File: config.mk
export PLATFORM = sky130hd
export DESIGN_NAME = delay_pulse_gen
export DESIGN_NICKNAME = d
export VERILOG_FILES = /design/src/rtl/delay_pulse_gen_pkg.sv /design/src/rtl/delay_pulse_gen_down_counter.sv /design/src/rtl/delay_pulse_gen.sv
export SDC_FILE = /design/constraint.sdc
export NUM_CORES = 1
export LEC_CHECK = 0
export ABC_CLOCK_PERIOD_IN_PS = 3000
export BUFFER_PORTS_ARGS = -buffer_cell sky130_fd_sc_hd__buf_2
export CAP_MARGIN = 25
export CORE_MARGIN = 2
export CORE_UTILIZATION = 35
export CTS_CLUSTER_DIAMETER = 30
export CTS_CLUSTER_SIZE = 10
export DETAILED_ROUTE_END_ITERATION = 10
export REMOVE_ABC_BUFFERS = 1
export SYNTH_ARGS = -nofsm -noshare
export SYNTH_HDL_FRONTEND = slang
export SYNTH_SLANG_ARGS = --single-unit
File: constraint.sdc
create_clock -name clk -period 3 [get_ports clk]
set_input_delay 0.6 -clock clk [delete_from_list [all_inputs] [get_ports clk]]
set_output_delay 0.6 -clock clk [all_outputs]
set_load 0.02 [all_outputs]
File: src/rtl/delay_pulse_gen_pkg.sv
// delay_pulse_gen_pkg
//   Shared types and constants for the delayed pulse generator.
//   - state_t       : controller state encoding (IDLE, DELAY, PULSE, DONE)
//   - DEFAULT_WIDTH : default bit width of the delay/width/count fields
package delay_pulse_gen_pkg;

  localparam int DEFAULT_WIDTH = 12;

  typedef enum logic [1:0] {
    ST_IDLE  = 2'd0,
    ST_DELAY = 2'd1,
    ST_PULSE = 2'd2,
    ST_DONE  = 2'd3
  } state_t;

endpackage

File: src/rtl/delay_pulse_gen_down_counter.sv
// down_counter
//   Loadable down-counter that saturates at zero.
//   Ports:
//     clk        : rising-edge clock
//     rstb       : asynchronous active-low reset, clears value
//     load       : load load_value (has priority over dec)
//     load_value : value to load
//     dec        : decrement by one if value is non-zero
//     value      : current count
//     zero       : value == 0
module down_counter
  import delay_pulse_gen_pkg::*;
#(
  parameter int WIDTH = DEFAULT_WIDTH
) (
  input  logic             clk,
  input  logic             rstb,
  input  logic             load,
  input  logic [WIDTH-1:0] load_value,
  input  logic             dec,
  output logic [WIDTH-1:0] value,
  output logic             zero
);

  always_ff @(posedge clk or negedge rstb) begin
    if (!rstb) begin
      value <= '0;
    end else if (load) begin
      value <= load_value;
    end else if (dec && (value != '0)) begin
      // Guarded so the count can never wrap below zero.
      value <= value - WIDTH'(1);
    end
  end

  assign zero = (value == '0);

endmodule

File: src/rtl/delay_pulse_gen.sv
// delay_pulse_gen
//   Generates a single pulse of `width` cycles, `delay` cycles after a start
//   request, followed by a one-cycle done strobe.
//   Ports:
//     clk       : rising-edge clock
//     rstb      : asynchronous active-low reset
//     start     : request an operation; sampled only in IDLE
//     abort     : synchronous cancel; wins over start in IDLE
//     delay     : cycles before the pulse, captured with start
//     width     : pulse length in cycles, captured with start
//     busy      : high whenever the controller is not IDLE
//     pulse     : timed pulse, high exactly while in PULSE
//     done      : one-cycle completion strobe (not raised on abort/reset)
//     remaining : current down-count value, 0 in IDLE
//
//   Handshake: start is a level request with no ready; it is accepted only
//   on an edge where the controller is IDLE and abort is low, otherwise it is
//   dropped (no queuing). done is a single-cycle strobe with no backpressure.
//
//   Timing with start sampled at edge 0: pulse is high after edges
//   delay+1 .. delay+width, done after edge delay+width+1, IDLE again after
//   edge delay+width+2. width=0 skips PULSE entirely.
module delay_pulse_gen
  import delay_pulse_gen_pkg::*;
#(
  parameter int WIDTH = DEFAULT_WIDTH
) (
  input  logic             clk,
  input  logic             rstb,
  input  logic             start,
  input  logic             abort,
  input  logic [WIDTH-1:0] delay,
  input  logic [WIDTH-1:0] width,
  output logic             busy,
  output logic             pulse,
  output logic             done,
  output logic [WIDTH-1:0] remaining
);

  state_t           state_q;
  state_t           state_d;
  logic [WIDTH-1:0] w_q;
  logic             w_load;

  logic             cnt_load;
  logic [WIDTH-1:0] cnt_load_value;
  logic             cnt_dec;
  logic [WIDTH-1:0] cnt_value;
  logic             cnt_zero;

  down_counter #(
    .WIDTH (WIDTH)
  ) u_cnt (
    .clk        (clk),
    .rstb       (rstb),
    .load       (cnt_load),
    .load_value (cnt_load_value),
    .dec        (cnt_dec),
    .value      (cnt_value),
    .zero       (cnt_zero)
  );

  // State register and latched pulse width.
  always_ff @(posedge clk or negedge rstb) begin
    if (!rstb) begin
      state_q <= ST_IDLE;
      w_q     <= '0;
    end else begin
      state_q <= state_d;
      if (w_load) begin
        w_q <= width;
      end
    end
  end

  // Next-state and counter control.
  always_comb begin
    state_d        = state_q;
    w_load         = 1'b0;
    cnt_load       = 1'b0;
    cnt_load_value = '0;
    cnt_dec        = 1'b0;

    unique case (state_q)
      ST_IDLE: begin
        if (start && !abort) begin
          state_d        = ST_DELAY;
          w_load         = 1'b1;
          cnt_load       = 1'b1;
          cnt_load_value = delay;
        end
      end

      ST_DELAY: begin
        if (abort) begin
          // Loading zero clears the count so remaining reads 0 in IDLE.
          state_d  = ST_IDLE;
          cnt_load = 1'b1;
        end else if (!cnt_zero) begin
          cnt_dec = 1'b1;
        end else if (w_q != '0) begin
          // Count W-1 down to 0 so PULSE lasts exactly W cycles.
          state_d        = ST_PULSE;
          cnt_load       = 1'b1;
          cnt_load_value = w_q - WIDTH'(1);
        end else begin
          state_d = ST_DONE;
        end
      end

      ST_PULSE: begin
        if (abort) begin
          state_d  = ST_IDLE;
          cnt_load = 1'b1;
        end else if (!cnt_zero) begin
          cnt_dec = 1'b1;
        end else begin
          state_d = ST_DONE;
        end
      end

      ST_DONE: begin
        // Count is already 0 here; start is ignored for this cycle.
        state_d = ST_IDLE;
      end

      default: begin
        state_d  = ST_IDLE;
        cnt_load = 1'b1;
      end
    endcase
  end

  // Outputs decode the state register only; no input reaches them
  // combinationally.
  always_comb begin
    busy  = (state_q != ST_IDLE);
    pulse = (state_q == ST_PULSE);
    done  = (state_q == ST_DONE);
  end

  assign remaining = cnt_value;

endmodule

## Yosys cells after proc, flatten, opt, wreduce, memory -nomap -nowiden

Index checks and enable logic that the tools add are counted.

| storage, ports and cells | value |
|---|---|
| bits in registers | 26 |
| bits in latches | 0 |
| bits in writable memories | 0 |
| bits in read-only memories | 0 |
| bits of input ports | 28 |
| output and inout bits | 15 |
| word-level logic and storage cells | 46 |
| memories kept | 0 |

| cells by class | value |
|---|---|
| $add $sub $neg | 2 |
| multiply operators | 0 |
| divide/modulo/power cells | 0 |
| $lt $le $gt $ge | 0 |
| eq/ne operators | 6 |
| shift-type cells | 0 |
| muxes and demuxes | 24 |
| bitwise operators | 0 |
| reduce and logical (&&, ||, !) cells | 11 |

Operators by type and width:

| kind | number |
|---|---|
| $mux 12 | 6 |
| $pmux 12 s2 | 1 |
| $reduce_bool 12->1 | 2 |
| $sub 12x1->12 const B | 2 |
| $logic_not 12->1 | 1 |
| $mux 1 | 10 |
| $mux 2 | 5 |
| $pmux 2 s4 | 1 |
| $eq 2x2->1 const B | 2 |
| $reduce_bool 2->1 | 2 |
| $ne 3x2->1 const B | 1 |
| $ne 3x3->1 const B | 1 |
| $pmux 1 s3 | 1 |
| $reduce_and 3->1 | 1 |
| $eq 2x1->1 const B | 1 |
| $logic_and 1x1->1 | 2 |
| $logic_not 2->1 | 1 |
| $ne 2x2->1 const B | 1 |
| $reduce_or 2->1 | 1 |
| $logic_not 1->1 | 1 |

## Logic depth before layout (Yosys ltp)

Gate-level depths: netlist of the first run.

| depth | value |
|---|---|
| word-level depth | 7 |
| gate-level depth with buffers | 9 |
| gate-level depth less buffers | 7 |

## Modules after synthesis

From an unflattened synthesis of the first run, not the netlist that was laid out.

| second synthesis, totals | value |
|---|---|
| cells, all modules | 225 |
| area total of the unflattened synthesis | 1861.8 um2 |

By module, submodules not included:

| module | times used | cells an instance | area an instance (um2) | sequential area each (um2) |
|---|---|---|---|---|
| delay_pulse_gen | 1 | 136 | 1063.5 | 350.3 |
| down_counter | 1 | 89 | 798.3 | 300.3 |

## Least setup slack after synthesis of the first run

OpenSTA, ideal clock, no wires.

| timing path | value |
|---|---|
| kind | flip-flop to flip-flop |
| start point | register u_cnt.value[0] |
| end point | register u_cnt.value[0] |
| library setup time | 0.087 ns |
| arrival | 2.183 ns |
| required time | 2.913 ns |
| slack | 0.730 ns |
| stages on the path, launching flop included | 8 |
| path buffers | 0 |
| period minus slack after synthesis | 2.270 ns |
| path through | dfrtp_1 inv_1 ha_1 or4b_4 nor3_4 a41oi_4 o21bai_4 o221ai_2 |

| on the way | value |
|---|---|
| longest elaborated chain between the ends | 6 |
| elaborated cells on any way between the ends | 16 |
| those cells by class | add/sub (1); mux (11); reduce/logical (4) |

RTL lines:

| element | RTL line | RTL |
|---|---|---|
| start: declaration | delay_pulse_gen_down_counter.sv:21 | `output logic [WIDTH-1:0] value,` |
| start signal: assignment | delay_pulse_gen_down_counter.sv:29 | `value <= load_value;` |
| start signal: assignment | delay_pulse_gen_down_counter.sv:32 | `value <= value - WIDTH'(1);` |
| branches (longest 6 deep; another with $sub 12x1->12) | -- |  |

Parallel ways; which one is timed is not known. The select of a mux whose other input is x is not followed.
A chain may end at the register's enable or synchronous reset.

## Worst setup path after layout of the first run

Ends and elaborated chain as after synthesis.

==> results_dict.tcl, run 1 <==
set metrics [dict create \
    status "finished, final reports clean" \
    vias 1636 \
    first_pass_iters 4 \
    async_flop_share_pct 100 \
    cp_max_fo 11 \
    drv_slew 0 \
    top_usage_layer "met2" \
    grt_pass1_vias 1566 \
    use_met2_pct 28.8 \
    cts_hold_buf 0 \
    startpoint "u_cnt.value[0]" \
    fin_crit_sh_pct 84.1 \
    maxCapViolCount 0 \
    internal_power_uw 1200 \
    combPwrFrac_pct 55.0 \
    grt_pass1_wl_mm 7.77 \
    sw_frac_of_total_pct 47.0 \
    start_kind "register" \
    worst_ep_required_time_ns 3.21 \
    clkTransAtPathRegs_ns 0.10 \
    criticalPathCategory "register to register" \
    die_area_um2 5660 \
    root_buffer "clkbuf_8" \
    grt_start_max_net_pins 27 \
    fin_tns_setup_ns 0 \
    synth_ff_type "dfrtp_1" \
    slew_headroom_pct 61.2 \
    use_met1_pct 24.7 \
    track_usage_pct 17.8 \
    rows 25 \
    regToRegStartpoint "u_cnt.value[0]" \
    boundaryPins 43 \
    power.leakage_uw 0.000984 \
    pwr-share-seq_pct 31.8 \
    finClkSkew_ns 0.00957 \
    synthToLayoutAreaGrowth_pct 20.4 \
    arrival_ns 2.73 \
    drc 0 \
    post-route-min-period_ns 2.52 \
    cp-end-kind "register" \
    wl_per_cell_um 14.8 \
    use_met3_pct 3.35 \
    layout_common_cells "nand2_1 (42), buf_2 (42), dfrtp_1 (26)" \
    power_switching_uw 1060 \
    synth_area_um2 1780 \
    p_per_area_nw_per_um2 1060 \
    tightest_slew_ns 0.582 \
    setup-violations-final 0 \
    drt_iter0_drc 109 \
    start_util_pct 36.9 \
    rsz0062_at_grt "no" \
    dp_hpwl_mm 3.57 \
    ant_nets 0 \
    irDropWorstVdd_mv 0.392 \
    clkLatencyLatePin_ns 0.28 \
    die_x_um 75.3 \
    post_cts_resize_count 0 \
    overflow 0 \
    clockPowerShare_pct 13.3 \
    final-hold-violation-count 0 \
    synth_edf_count 0 \
    synth_warnings 0 \
    drt_wl_total_mm 4.58 \
    fmax_mhz 396 \
    drive_gt1_share_pct 25.9 \
    synth_seq_cells 26 \
    viasPerCell 5.28 \
    cts_made_buffers 3 \
    coreArea_um2 4820 \
    power.total_uw 2260 \
    clockBufferDepth 2 \
    cts-htree-levels 1 \
    yosysSeqAreaShare_pct 36.6 \
    routabilityCongestion 0.791 \
    cts_tree "done" \
    hp-class "input pin to async pin" \
    antenna_found_initial 0 \
    synth_cells 201 \
    port_buffers 42 \
    nets 279 \
    die_h_um 75.3 \
    antenna_cells 0 \
    synth_cell_types 47 \
    postCtsSetupBuffers 0 \
    syn_area_per_cell_um2 8.84 \
    cts.sinks 26 \
]
[state kept, by name (all words and copies together) (netlist names)]
name	flops
state_q	2
u_cnt.value	12
w_q	12
[final timing paths]
check,end,slack [ns],cells past startpoint
worst max-delay path,u_cnt.value[0],0.48,8
worst min-delay path,state_q[0],0.30,1
worst max register to register,u_cnt.value[0],0.48,8
worst min register to register,w_q[11],0.54,2
max in group asynchronous,w_q[7],2.30,1
min in group clk,w_q[9],0.51,3
[cells in the mapped netlist, types with 2 or more instances]
| cell type | instances | share of area [%] |
|---|---|---|
| a31oi_1 | 2 | 0.70 |
| o221ai_1 | 3 | 1.5 |
| clkbuf_1 | 5 | 1.1 |
| nand2_1 | 42 | 8.9 |
| o221ai_2 | 3 | 2.5 |
| nor3_1 | 2 | 0.56 |
| nor4b_1 | 2 | 0.99 |
| xnor2_1 | 5 | 2.5 |
| a21oi_1 | 3 | 0.84 |
| a21o_1 | 2 | 0.84 |
| or4_1 | 3 | 1.3 |
| or3_1 | 4 | 1.4 |
| xor2_1 | 7 | 3.5 |
| nand2b_1 | 3 | 1.1 |
| nor2_1 | 7 | 1.5 |
| o211ai_2 | 2 | 1.4 |
| dfrtp_1 | 26 | 37 |
| nand3_1 | 11 | 3.1 |
| inv_1 | 10 | 2.1 |
| a22oi_1 | 8 | 3.4 |
| o21ai_0 | 7 | 2.0 |
| a221oi_1 | 4 | 2.0 |
| ha_1 | 7 | 4.9 |
| buf_2 | 2 | 0.56 |
| nor4_1 | 6 | 2.1 |
| nor2b_1 | 4 | 1.4 |
[kinds of logic (layout without fill, tap and decap cells)]
logic type      after synthesis  after routing  synth area share [%]
fa+ha+maj                     7              7                  4.93
simple gates                 93             93                  27.0
flops                        26             26                  36.6
xor+xnor                     12             12                  5.92
compound gates               44             44                  21.1
buf+inv                      19             61                  4.44
[critical path, stage by stage, from the launching register on]
cell and delay, ns:
dfrtp_1 0.44, inv_1 0.13, ha_1 0.15, or4b_4 0.48
nor3_4 0.31, buf_4 0.20, and3_1 0.38, a22oi_1 0.17
o221ai_2 0.19
[final cells by class]
type / count / area (µm²)
clock inverter: 1 / 30.0
timing repair buffer: 47 / 248
inverter: 10 / 37.5
fill: 516 / 2680
sequential: 26 / 651
clock buffer: 3 / 41.3
tap: 67 / 83.8
multi-input combinational: 156 / 1050
[power groups by stage]
| stage | Combinational (µW) | Clock [µW] | Sequential (µW) |
|---|---|---|---|
| 6_report | 1240 | 299 | 718 |
| 5_1_grt | 1390 | 322 | 757 |
| 4_1_cts | 1260 | 311 | 716 |
| 3_5_place_dp | 1250 | 0 | 723 |
| 3_3_place_gp | 1240 | 0 | 718 |
| 2_1_floorplan | 841 | 0 | 755 |
[per-stage QoR]
stage / worst slack, ns / util [%] / std cells / cell area [µm²] / hold WS, ns
detailed placement: 0.456 / 42.9 / 306 / 2070 / 0.533
global route: 0.292 / 44.4 / 310 / 2140 / 0.349
CTS: 0.442 / 44.4 / 310 / 2140 / 0.337
finish: 0.476 / 44.4 / 310 / 2140 / 0.300
global placement: 0.514 / 42.9 / 306 / 2070 / 0.517
floorplan: 0.626 / - / 192 / 1740 / 0.304
[metal layers]
metal / vias up / share of wire, % / routed length (µm)
met3: 4 / 4.6 / 209
met5: - / 0 / 0
met1: 765 / 46 / 2130
li1: 817 / - / -
met4: 0 / 1.0 / 48
met2: 50 / 48 / 2200
(Power assumes the default switching activity.)
==> run 2, diff against run 1 <==
Settings changed: ABC_CLOCK_PERIOD_IN_PS 3000 to 2200.
Clock period 3 ns to 2.2 ns, I/O delays scaled along.
==> run 2 against run 1 <==
Net effect: the run now ends with setup timing left; count of clock-buffer cells in the layout did not move; maximum frequency grew 14%; sequential power up 26%; wire length up 8.2%; clock power fell by 9.0%; critical path depth rose by 1; first-iteration DRC count shrank 8.3%; flip-flop and latch count unchanged; hold slack lost 0.13 ns; design area increased by 13%; combinational power up 77%; cell count up 7.1%.
==> results_dict.tcl, run 2 (same netlist as run 1, synthesis figures left out) <==
set metrics [dict create \
    clkTransAtPathRegs_ns 0.09 \
    power.leakage_uw 0.00111 \
    nets 302 \
    dp_hpwl_mm 3.76 \
    slowest_stage "or4b_4" \
    fmax_mhz 453 \
    whs_ns 0.168 \
    wl_per_cell_um 14.9 \
    design_area_um2 2410 \
    start_util_pct 36.9 \
    irDropWorstVdd_mv 0.538 \
    root_buffer "clkbuf_8" \
    drv_slew 0 \
    setup-violations-final 1 \
    finClkSkew_ns 0.0107 \
    ant_nets 0 \
    cts.sinks 26 \
    dpl_worst_slack_ns -0.187 \
    grt_pass1_wl_mm 7.83 \
    boundaryPins 43 \
    fillers 486 \
    rows 25 \
    overflow 0 \
    track_usage_pct 18.1 \
    final-hold-violation-count 0 \
    p_per_area_nw_per_um2 1400 \
    criticalPathCategory "register to register" \
    fin_tns_setup_ns -0.00709 \
    multi_input_area_um2 1160 \
    placed_cell_area_um2 2220 \
    regToRegStartpoint "u_cnt.value[0]" \
    seqCellArea_um2 651 \
    grt_start_max_net_pins 27 \
    max_stage_delay_ns 0.48 \
    coreArea_um2 4820 \
    hp-class "input pin to async pin" \
    cp_max_fo 6 \
    worst_slack_ns -0.00709 \
    drc 0 \
    die_h_um 75.3 \
    r2r_end "u_cnt.value[2]" \
    routabilityCongestion 0.827 \
    drt_wl_total_mm 4.96 \
    rsz0062_at_grt "yes" \
    first_pass_iters 4 \
    post-route-min-period_ns 2.21 \
    fin_util_pct 50.1 \
    port_buffers 42 \
    maxCapViolCount 0 \
    die_area_um2 5660 \
    clockBufferDepth 2 \
    cts_made_buffers 3 \
    viasPerCell 5.26 \
    status "complete, but fails checks" \
    layout_common_cells "nand2_1 (42), buf_2 (42), dfrtp_1 (26)" \
    cp_common_cell "buf_6" \
    drt_iter0_drc 100 \
    fin_crit_sh_pct 100 \
    path_cells "inv_2 > ha_4 > or4b_4 > nor3_4 > buf_6 > and3_4 > buf_6 > a22oi_2 > o221ai_2" \
    antenna_cells 0 \
    antenna_found_initial 0 \
    worst_ep_required_time_ns 2.40 \
    synthToLayoutAreaGrowth_pct 35.7 \
    arrival_ns 2.40 \
    start_kind "register" \
    vias 1745 \
    ff2ff_path_depth 9 \
    die_x_um 75.3 \
    cp-end-kind "register" \
    cts_tree "done" \
    drive_gt1_share_pct 38.5 \
    slew_headroom_pct 58.7 \
    startpoint "u_cnt.value[0]" \
    tightest_slew_ns 0.619 \
    failed_checks "setup timing" \
    reg2reg_slack_ns -0.007 \
    clkLatencyLatePin_ns 0.27 \
    cts-htree-levels 1 \
    grt_pass1_vias 1647 \
    largest_registers "u_cnt.value (12), w_q (12), state_q (2)" \
]
run 2: cell types whose count changed in the layout (fill, tap and decap cells not counted), moves of 2 or more:
cell / change
a22oi_2: +6
nor4b_1: -2
a22oi_1: -6
buf_4: +19
nor4b_2: +2
inv_2: +2
inv_1: -2
a221oi_4: +2
buf_6: +4
a221oi_1: -3
run 2: what timing repair did:
| action | in CTS | in global routing |
|---|---|---|
| pin swaps | 1 | 13 |
| setup buffers | 1 | 1 |
| resized for setup | 5 | 21 |
| endpoints found under the hold margin | 0 | 0 |
| gates cloned | 0 | 0 |
| setup endpoints to repair | 12 | 13 |
| hold buffers | 0 | 0 |
run 2: worst max path at each step:
stage,slack (ns),cells after the start,endpoint
CTS,0.01,9,u_cnt.value[2]
global route,-0.10,9,u_cnt.value[2]
global placement,-0.17,8,u_cnt.value[11]
detailed placement,-0.19,8,u_cnt.value[11]
finish,-0.007,9,u_cnt.value[2]
floorplan,-0.17,7,u_cnt.value[0]
run 2: critical path: cells and delay by family (launching register included):
family	cells	cell delay, ns
buffers and inverters	3	0.38
adder cells (fa/ha/maj)	1	0.13
AO/OA/AOI/OAI	2	0.25
flip-flops	1	0.40
AND/OR/NAND/NOR	3	0.96
run 2: per-stage QoR:
step                      instances  total power, µW
after CTS                       331             3220
after floorplan                 192             2180
after global routing            332             3640
final                           332             3370
after global placement          327             2880
after detailed placement        327             2900
run 2: cell type report:
| cell class | instances | area share, % |
|---|---|---|
| Multi-Input combinational cell | 156 | 48.2 |
| Sequential cell | 26 | 27.0 |
| Tap cell | 67 | 3.48 |
| Inverter | 10 | 1.56 |
| Timing Repair Buffer | 70 | 18.1 |
| Clock buffer | 3 | 1.71 |
run 2: power by group:
group / leakage [µW] / total, µW / switching [µW] / internal, µW
Sequential: 0.000331 / 908 / 214 / 694
Combinational: 0.000753 / 2190 / 1240 / 955
Clock: 0.0000216 / 272 / 149 / 123
Total: 0.00111 / 3370 / 1600 / 1770
run 2: per-layer routing:
metal	routed length (µm)	global-route usage, %	vias to the layer above
met3	265	3.48	2
met5	0	0	-
li1	-	-	862
met2	2410	31.1	55
met4	12	1.75	0
met1	2270	24.7	826
==> run 3, diff against run 2 <==
Settings changed: ABC_CLOCK_PERIOD_IN_PS 2200 to 1900.
Clock period 2.2 ns to 1.9 ns, I/O delays scaled along.
==> run 3 against run 2 <==
Net effect: die area did not move; hold slack got worse by 0.081 ns; sequential power rose by 7.5%; via count rose by 8.8%; flip-flop and latch count did not move; the run still ends with setup timing left; count of clock-buffer cells in the layout did not move; cell count rose by 11%; register-to-register slack got worse by 0.24 ns; maximum frequency rose by 3.0%; largest cell class unchanged.
==> results_dict.tcl, run 3 (same netlist as run 1, synthesis figures left out) <==
set metrics [dict create \
    grt_pass1_vias 1930 \
    fin_tns_setup_ns -2.75 \
    hp-class "input pin to async pin" \
    routabilityCongestion 0.889 \
    worst_ep_required_time_ns 2.08 \
    drive_gt1_share_pct 48.0 \
    wl_per_cell_um 14.8 \
    regToRegStartpoint "u_cnt.value[0]" \
    cts.sinks 26 \
    layout_commonest_cell "buf_4" \
    die_h_um 75.3 \
    finClkSkew_ns 0.0121 \
    failed_checks "setup timing" \
    start_util_pct 36.9 \
    setup-violations-final 14 \
    design_area_um2 2740 \
    clkLatencyLatePin_ns 0.29 \
    worst_slack_ns -0.242 \
    synthToLayoutAreaGrowth_pct 54.4 \
    die_area_um2 5660 \
    root_buffer "clkbuf_8" \
    grt_start_max_net_pins 27 \
    rsz0062_at_grt "yes" \
    drt_iter0_drc 141 \
    rows 25 \
    final-hold-violation-count 0 \
    arrival_ns 2.32 \
    antenna_found_initial 0 \
    drv_slew 0 \
    placed_cell_area_um2 2480 \
    fin_crit_sh_pct 113 \
    viasPerCell 5.14 \
    power.leakage_uw 0.00131 \
    cts_tree "done" \
    cts_hold_buf 0 \
    largest_registers "u_cnt.value (12), w_q (12), state_q (2)" \
    ant_nets 0 \
    maxCapViolCount 0 \
    fmax_mhz 467 \
    nets 338 \
    cts_made_buffers 3 \
    vias 1898 \
    clkTransAtPathRegs_ns 0.11 \
    reg2reg_slack_ns -0.24 \
    irDropWorstVdd_mv 0.645 \
    r2r_end "u_cnt.value[3]" \
    slew_headroom_pct 59.8 \
    dp_hpwl_mm 4.08 \
    clockBufferDepth 2 \
    coreArea_um2 4820 \
    cts-htree-levels 1 \
    post-route-min-period_ns 2.14 \
    drt_wl_total_mm 5.48 \
    track_usage_pct 21.3 \
    first_pass_iters 4 \
    overflow 0 \
    power.total_uw 4670 \
    die_x_um 75.3 \
    p_per_area_nw_per_um2 1700 \
    dpl.cell_count 360 \
    grt_pass1_wl_mm 8.98 \
    criticalPathCategory "register to register" \
    ff2ff_path_depth 8 \
    antenna_cells 0 \
    cp-end-kind "register" \
    drc 0 \
    final_cells 369 \
    tightest_slew_ns 0.602 \
    start_kind "register" \
    cp_max_fo 8 \
    layout_common_cells "buf_4 (57), buf_2 (42), nand2_1 (40)" \
    port_buffers 42 \
    boundaryPins 43 \
    status "complete, but fails checks" \
]
==> run 3: cell count changes in the layout (fill, tap and decap cells not counted), sizes merged <==
cell | previous run | this run
bufinv | 0 | 1
and3 | 1 | 2
buf | 70 | 104
o21bai | 1 | 2
==> run 3: critical path, cell delays in order, from the launching register on <==
cell	delay [ns]
dfrtp_1	0.40
inv_2	0.08
ha_4	0.12
or4b_4	0.49
nor3_4	0.30
a41oi_4	0.19
buf_6	0.19
a221oi_4	0.19
a31oi_1	0.07
==> run 3: final cells by class <==
cell class | count | area [µm²]
well taps | 67 | 83.8
repair buffers | 104 | 694
fillers | 451 | 2070
inverters | 10 | 37.5
clock buffers | 3 | 41.3
multi-input cells | 158 | 1210
clock inverters | 1 | 30.0
flip-flops and latches | 26 | 651
==> run 3: power breakdown <==
part	internal, µW	total, µW	leakage, µW	switching (µW)
Combinational	1530	3210	0.000939	1680
Sequential	802	976	0.000331	174
Clock	283	484	0.0000357	201
Total	2620	4670	0.00131	2050
==> run 3: per-layer routing <==
metal / vias to the layer above / GRT usage (%) / wire, µm
li1: 941 / - / -
met1: 896 / 27.3 / 2440
met2: 54 / 36.5 / 2680
met3: 7 / 4.15 / 310
met4: 0 / 5.85 / 49
met5: - / 0 / 0
==> run 3: how the worst max path moves through the flow <==
stage,from,to,depth (start not counted)
CTS,u_cnt.value[1],u_cnt.value[8],7
floorplan,u_cnt.value[0],u_cnt.value[0],7
global placement,u_cnt.value[0],u_cnt.value[11],8
finish,u_cnt.value[0],u_cnt.value[3],8
global route,u_cnt.value[1],u_cnt.value[3],8
detailed placement,u_cnt.value[0],u_cnt.value[11],8
==> run 3: what timing repair did <==
action / in CTS / in global routing
setup endpoints to repair: 14 / 14
gates resized for setup: 20 / 14
pin swaps: 11 / 6
setup buffers: 2 / 2
gates cloned: 2 / 0
==> run 3: metrics by stage <==
step	setup slack (ns)	hold slack, ns	utilization [%]
finish	-0.242	0.0876	57.0
global route	-0.380	0.141	57.0
CTS	-0.209	0.114	55.2
detailed placement	-0.329	0.426	51.6
global placement	-0.276	0.425	51.6
floorplan	-0.474	0.0844	-
